$ cat config.mk
export PLATFORM = sky130hd
export DESIGN_NAME = regfile_write_arbiter
export DESIGN_NICKNAME = d
export VERILOG_FILES = /design/src/rtl/regfile_write_arbiter_pkg.sv /design/src/rtl/regfile_write_arbiter_rr_priority_select.sv /design/src/rtl/regfile_write_arbiter.sv
export SDC_FILE = /design/constraint.sdc
export NUM_CORES = 1
export LEC_CHECK = 0
export CAP_MARGIN = 20
export CORE_MARGIN = 2
export CORE_UTILIZATION = 39
export CTS_BUF_LIST = sky130_fd_sc_hd__clkbuf_16
export DETAILED_ROUTE_END_ITERATION = 7
export MAX_ROUTING_LAYER = met4
export PLACE_DENSITY_LB_ADDON = 0.3
export SLEW_MARGIN = 30
export SYNTH_ARGS = -nofsm -noshare
export SYNTH_HDL_FRONTEND = slang
export SYNTH_HIERARCHICAL = 1
export SYNTH_SLANG_ARGS = --single-unit
$ cat constraint.sdc
create_clock -name clk -period 3.85 [get_ports clk]
set_clock_uncertainty 0.1 [all_clocks]
set_input_delay 1.155 -clock clk [delete_from_list [all_inputs] [get_ports clk]]
set_output_delay 1.155 -clock clk [all_outputs]
set_load 0.005 [all_outputs]
$ cat src/rtl/regfile_write_arbiter_pkg.sv
// regfile_write_arbiter_pkg: shared register-file constants and round-robin index helper
package regfile_write_arbiter_pkg;
   localparam int REG_WIDTH   = 32;
   localparam int REG_ADDR_W  = 5;
   localparam int ZERO_REG    = 0;
   localparam int NUM_REQ_DEF = 4;
   localparam int CNT_W_DEF   = 16;

   function automatic logic [2:0] wrap_idx(input logic [3:0] s, input logic [3:0] n);
      return (s >= n) ? 3'(s - n) : 3'(s);
   endfunction
endpackage

$ cat src/rtl/regfile_write_arbiter_rr_priority_select.sv
// rr_priority_select: combinational round-robin picker starting the search at ptr
module rr_priority_select
   import regfile_write_arbiter_pkg::*;
#(
   parameter int N = NUM_REQ_DEF
) (
   input  logic [N-1:0] valid,
   input  logic [2:0]   ptr,
   output logic [N-1:0] grant,
   output logic [2:0]   idx,
   output logic         any
);
   logic [2:0] w_j;
   // scan from the farthest slot back to ptr so the nearest valid requester wins
   always_comb begin
      grant = '0;
      idx   = '0;
      any   = 1'b0;
      w_j   = '0;
      for (int k = N - 1; k >= 0; k--) begin
         w_j = wrap_idx({1'b0, ptr} + 4'(k), 4'(N));
         if (valid[w_j]) begin
            grant      = '0;
            grant[w_j] = 1'b1;
            idx        = w_j;
            any        = 1'b1;
         end
      end
   end
endmodule

$ cat src/rtl/regfile_write_arbiter.sv
// regfile_write_arbiter: round-robin sharing of the register storage write port
module regfile_write_arbiter
   import regfile_write_arbiter_pkg::*;
#(
   parameter int NUM_REQ = NUM_REQ_DEF,
   parameter int WIDTH   = REG_WIDTH,
   parameter int ADDR_W  = REG_ADDR_W,
   parameter int CNT_W   = CNT_W_DEF
) (
   input  logic                      clk,
   input  logic                      reset,
   input  logic                      stall,
   input  logic [NUM_REQ-1:0]        req_valid,
   input  logic [NUM_REQ*ADDR_W-1:0] req_addr,
   input  logic [NUM_REQ*WIDTH-1:0]  req_data,
   output logic [NUM_REQ-1:0]        req_ready,
   output logic                      wr_enable,
   output logic [ADDR_W-1:0]         wr_addr,
   output logic [WIDTH-1:0]          wr_data,
   output logic [2:0]                wr_id,
   output logic                      drop_zero,
   output logic [CNT_W-1:0]          accept_count
);
   logic [2:0]         r_ptr;
   logic [NUM_REQ-1:0] w_grant;
   logic [2:0]         w_idx;
   logic               w_any;
   logic               w_acc;
   logic               w_zero;
   logic [ADDR_W-1:0]  w_addr;

   rr_priority_select #(.N(NUM_REQ)) u_sel (
      .valid(req_valid),
      .ptr  (r_ptr),
      .grant(w_grant),
      .idx  (w_idx),
      .any  (w_any)
   );

   assign req_ready = (reset || stall) ? '0 : w_grant;
   assign w_acc     = w_any & ~stall & ~reset;
   assign w_addr    = req_addr[w_idx*ADDR_W +: ADDR_W];
   assign w_zero    = (w_addr == ADDR_W'(ZERO_REG));

   // register the winning write and advance priority past the winner
   always_ff @(posedge clk or posedge reset) begin
      if (reset) begin
         r_ptr        <= '0;
         wr_enable    <= 1'b0;
         wr_addr      <= '0;
         wr_data      <= '0;
         wr_id        <= '0;
         drop_zero    <= 1'b0;
         accept_count <= '0;
      end else begin
         wr_enable <= w_acc & ~w_zero;
         drop_zero <= w_acc & w_zero;
         if (w_acc) begin
            r_ptr        <= wrap_idx({1'b0, w_idx} + 4'd1, 4'(NUM_REQ));
            wr_addr      <= w_addr;
            wr_data      <= req_data[w_idx*WIDTH +: WIDTH];
            wr_id        <= w_idx;
            accept_count <= accept_count + CNT_W'(1);
         end
      end
   end
endmodule

==> load_flow_metrics.sql <==
INSERT INTO impl_metrics (metric_group, metric, value, unit) VALUES
('outcome', 'status', 'finished, violations left', ''),
('outcome', 'failed_checks', 'negative setup slack', ''),
('worst_setup_path', 'arrival', '2720', 'ps'),
('place', 'post-dp-hpwl', '10.0', 'mm'),
('sta', 'setup_repair_after_global_routing_missed_its_margin', 'true', ''),
('synthesis', 'synth-seq-area-share', '40.3', '%'),
('sta', 'least_setup_slack_across_all_paths_after_layout', '-124', 'ps'),
('cts', 'cts-root-buf', 'sky130_fd_sc_hd__clkbuf_16', ''),
('synthesis', 'ys_top_cells_by_area', 'sky130_fd_sc_hd__dfrtp_1 (40%), sky130_fd_sc_hd__mux4_2 (24%), sky130_fd_sc_hd__a22o_1 (8.8%)', ''),
('synthesis', 'synth.net_count', '453', ''),
('floorplanning', 'rows', '35', ''),
('drt', 'routed-via-count', '3686', ''),
('synthesis', 'netlist_area', '3790', 'µm²'),
('floorplanning', 'die-width', '103', 'µm'),
('worst_setup_path', 'rr_endpoint', 'wr_enable', ''),
('worst_setup_path', 'r2r-start', 'r_ptr[1]', ''),
('global_route', 'antenna_found_initial', '0', ''),
('synthesis', 'synth_common_cells', 'sky130_fd_sc_hd__dfrtp_1 (61), sky130_fd_sc_hd__mux4_2 (41), sky130_fd_sc_hd__a22o_1 (38)', ''),
('floorplanning', 'core', '9330', 'µm²'),
('worst_hold_path', 'cell_depth_of_the_worst_min_delay_path', '1', ''),
('finish', 'antenna_cells_inserted', '0', ''),
('synthesis', 'syn_inst', '289', ''),
('synthesis', 'number_of_synthesized_flops_with_an_enable_pin', '0', ''),
('sta', 'timing.final.max_slew_violations', '0', ''),
('cts', 'cts_tree', 'done', ''),
('synthesis', 'yosys.area.top_type_share', '40.3', '%'),
('worst_setup_path', 'worstPathBufferInverterCount', '3', ''),
('finish', 'fill_cells', '708', ''),
('floorplanning', 'initial_utilization', '40.6', '%'),
('worst_setup_path', 'crit_path_max_incr_delay', '510', 'ps'),
('drt', 'viasPerCell', '5.54', ''),
('finish', 'drive_gt1_share', '21.8', '%'),
('cts', 'ctsLongestPathBuffers', '2', ''),
('synthesis', 'synthDominantAreaCellType', 'sky130_fd_sc_hd__dfrtp_1', ''),
('synthesis', 'synth_async_sr_flop_share', '100', '%'),
('worst_setup_path', 'crit_path_top_delay_cell', 'sky130_fd_sc_hd__mux4_2', ''),
('worst_hold_path', 'min-delay-path-class', 'flip-flop to flip-flop', ''),
('sta', 'timing.final.hold_violations', '0', ''),
('place', 'dpl.cell_count', '637', ''),
('cts', 'clock_transition_at_path_regs', '50', 'ps'),
('worst_setup_path', 'crit_path_max_fanout', '6', ''),
('drt', 'final_antenna_net_count', '0', ''),
('drt', 'avg_wl_per_cell', '20.0', 'µm'),
('sta', 'setup_violations', '2', ''),
('worst_setup_path', 'path_delay_family', 'multiplexers', ''),
('synthesis', 'yosys.cell_count.top_type', 'sky130_fd_sc_hd__dfrtp_1', ''),
('place', 'placement.io_buffers', '216', ''),
('place', 'gpl.final_weighted_congestion', '0.821', ''),
('global_route', 'grt_first_pass_wirelength', '19.3', 'mm'),
('power_and_ir_drop', 'p_leak', '2.75', 'nW'),
('worst_setup_path', 'regToRegSetupSlack', '430', 'ps'),
('sta', 'finalCritPeriodShare', '103', '%'),
('synthesis', 'yosys_warnings', '6', ''),
('floorplanning', 'die_height', '103', 'µm'),
('worst_setup_path', 'worstRegToRegCells', '11', ''),
('power_and_ir_drop', 'max-vdd-ir-drop', '0.439', 'mV'),
('synthesis', 'yosys_register_bits', '61', ''),
('sta', 'slew-limit-headroom', '38.7', '%'),
('job', 'cap_viol_max_count', '0', ''),
('sta', 'fin_setup_tns', '-152', 'ps'),
('synthesis', 'postSynth.topFlopCell', 'sky130_fd_sc_hd__dfrtp_1', ''),
('global_route', 'total_global_routing_overflow', '0', ''),
('worst_setup_path', 'cp_cell_sequence', 'buf_8 -> mux4_2 -> nor2b_4 -> buf_6 -> nand4b_1 -> a31oi_1 -> and2_1 -> buf_2', ''),
('finish', 'layout.cells.non_filler', '665', ''),
('drt', 'wl', '13.3', 'mm'),
('finish', 'syn_to_final_growth', '76.7', '%'),
('global_route', 'grt_usage', '24.9', '%'),
('worst_setup_path', 'setup.worst_path.start', 'req_valid[0]', ''),
('synthesis', 'synthesis.area_per_instance', '13.1', 'µm²'),
('drt', 'remaining_drc_errors', '0', ''),
('drt', 'detail_route.iter0.violations', '178', '');
[worst min path at each step]
stage / startpoint / endpoint / slack (ps)
global route: accept_count[15] / accept_count[15] / 400
finish: accept_count[15] / accept_count[15] / 370
floorplan: accept_count[15] / accept_count[15] / 370
CTS: accept_count[15] / accept_count[15] / 370
detailed placement: accept_count[15] / accept_count[15] / 360
global placement: accept_count[15] / accept_count[15] / 360
[kinds of logic (layout without fill, tap and decap cells)]
group,Yosys count,in the layout,share of synthesized area [%]
fa+ha+maj,9,9,2.97
mux,44,45,25.2
compound gates,64,64,13.4
flops,61,61,40.3
xor+xnor,15,15,3.47
simple gates,70,70,10.7
buf+inv,26,272,3.96
[sequential cells by signal, summed over array words and instances, names as in the netlist]
name / count
drop_zero: 1
wr_data: 32
wr_enable: 1
r_ptr: 3
accept_count: 16
wr_id: 3
wr_addr: 5
[power by group]
| group | internal [mW] | switching [mW] | leakage, nW |
|---|---|---|---|
| registers | 0.878 | 0.157 | 0.775 |
| clock network | 0.557 | 0.269 | 0.162 |
| logic | 1.80 | 1.23 | 1.81 |
| total | 3.23 | 1.66 | 2.75 |
[repair_timing]
item,CTS,global route
gates resized for setup,59,3
setup endpoints to repair,39,4
pin swaps,8,6
buffers inserted,11,1
hold buffers,0,0
gates cloned,1,0
[final cells by class]
| class | instances | area, µm² | share of cell area, % |
|---|---|---|---|
| repair buffers | 250 | 2480 | 37.1 |
| multi-input cells | 203 | 2200 | 32.8 |
| flip-flops and latches | 61 | 1530 | 22.8 |
| clock buffers | 9 | 225 | 3.36 |
| well taps | 129 | 161 | 2.41 |
| clock inverters | 7 | 82.6 | 1.23 |
| inverters | 6 | 22.5 | 0.336 |
[worst register-to-register path, stage by stage, from the launching register on]
cell	delay (ps)
sky130_fd_sc_hd__dfrtp_1	350
sky130_fd_sc_hd__inv_1	60
sky130_fd_sc_hd__ha_1	450
sky130_fd_sc_hd__mux4_2	630
sky130_fd_sc_hd__buf_4	190
sky130_fd_sc_hd__nor2b_1	110
sky130_fd_sc_hd__o21ai_0	140
sky130_fd_sc_hd__o21ai_4	230
sky130_fd_sc_hd__mux4_2	590
sky130_fd_sc_hd__nor3_2	200
sky130_fd_sc_hd__a21oi_1	100
sky130_fd_sc_hd__and2_1	160
[layer usage]
metal  track usage [%]  vias up  wire length, µm
li1                  -     1634                -
met1              29.7     1838             4870
met5                 -        -                0
met2              42.3      184             6990
met3              5.08       30             1040
met4              8.31        0              369
[cell usage in the layout, fill, tap and decap left out, types with 4 or more instances in the layout]
cell	instances
sky130_fd_sc_hd__buf_6	9
sky130_fd_sc_hd__buf_4	23
sky130_fd_sc_hd__xnor2_1	11
sky130_fd_sc_hd__and2_1	6
sky130_fd_sc_hd__nor2_1	8
sky130_fd_sc_hd__a31oi_1	4
sky130_fd_sc_hd__nand4_1	7
sky130_fd_sc_hd__a21oi_1	4
sky130_fd_sc_hd__a22o_1	38
sky130_fd_sc_hd__inv_1	7
sky130_fd_sc_hd__ha_1	9
sky130_fd_sc_hd__mux4_2	42
sky130_fd_sc_hd__xor2_1	4
sky130_fd_sc_hd__nand2_1	22
sky130_fd_sc_hd__nand3_1	5
sky130_fd_sc_hd__buf_2	4
sky130_fd_sc_hd__clkdlybuf4s50_1	208
sky130_fd_sc_hd__dfrtp_1	61
sky130_fd_sc_hd__clkbuf_16	9
[stage by stage]
step           hold WS [ps]  instance area [µm²]  worst slack [ps]  power, mW
2_1_floorplan           368                 3790               209       2.75
3_3_place_gp            362                 6210              -715       3.81
3_5_place_dp            364                 6210              -858       3.88
4_1_cts                 373                 6680             -6.47       4.89
5_1_grt                 404                 6700              -157       5.15
6_report                371                 6700              -124       4.89
(Power assumes the default switching activity.)
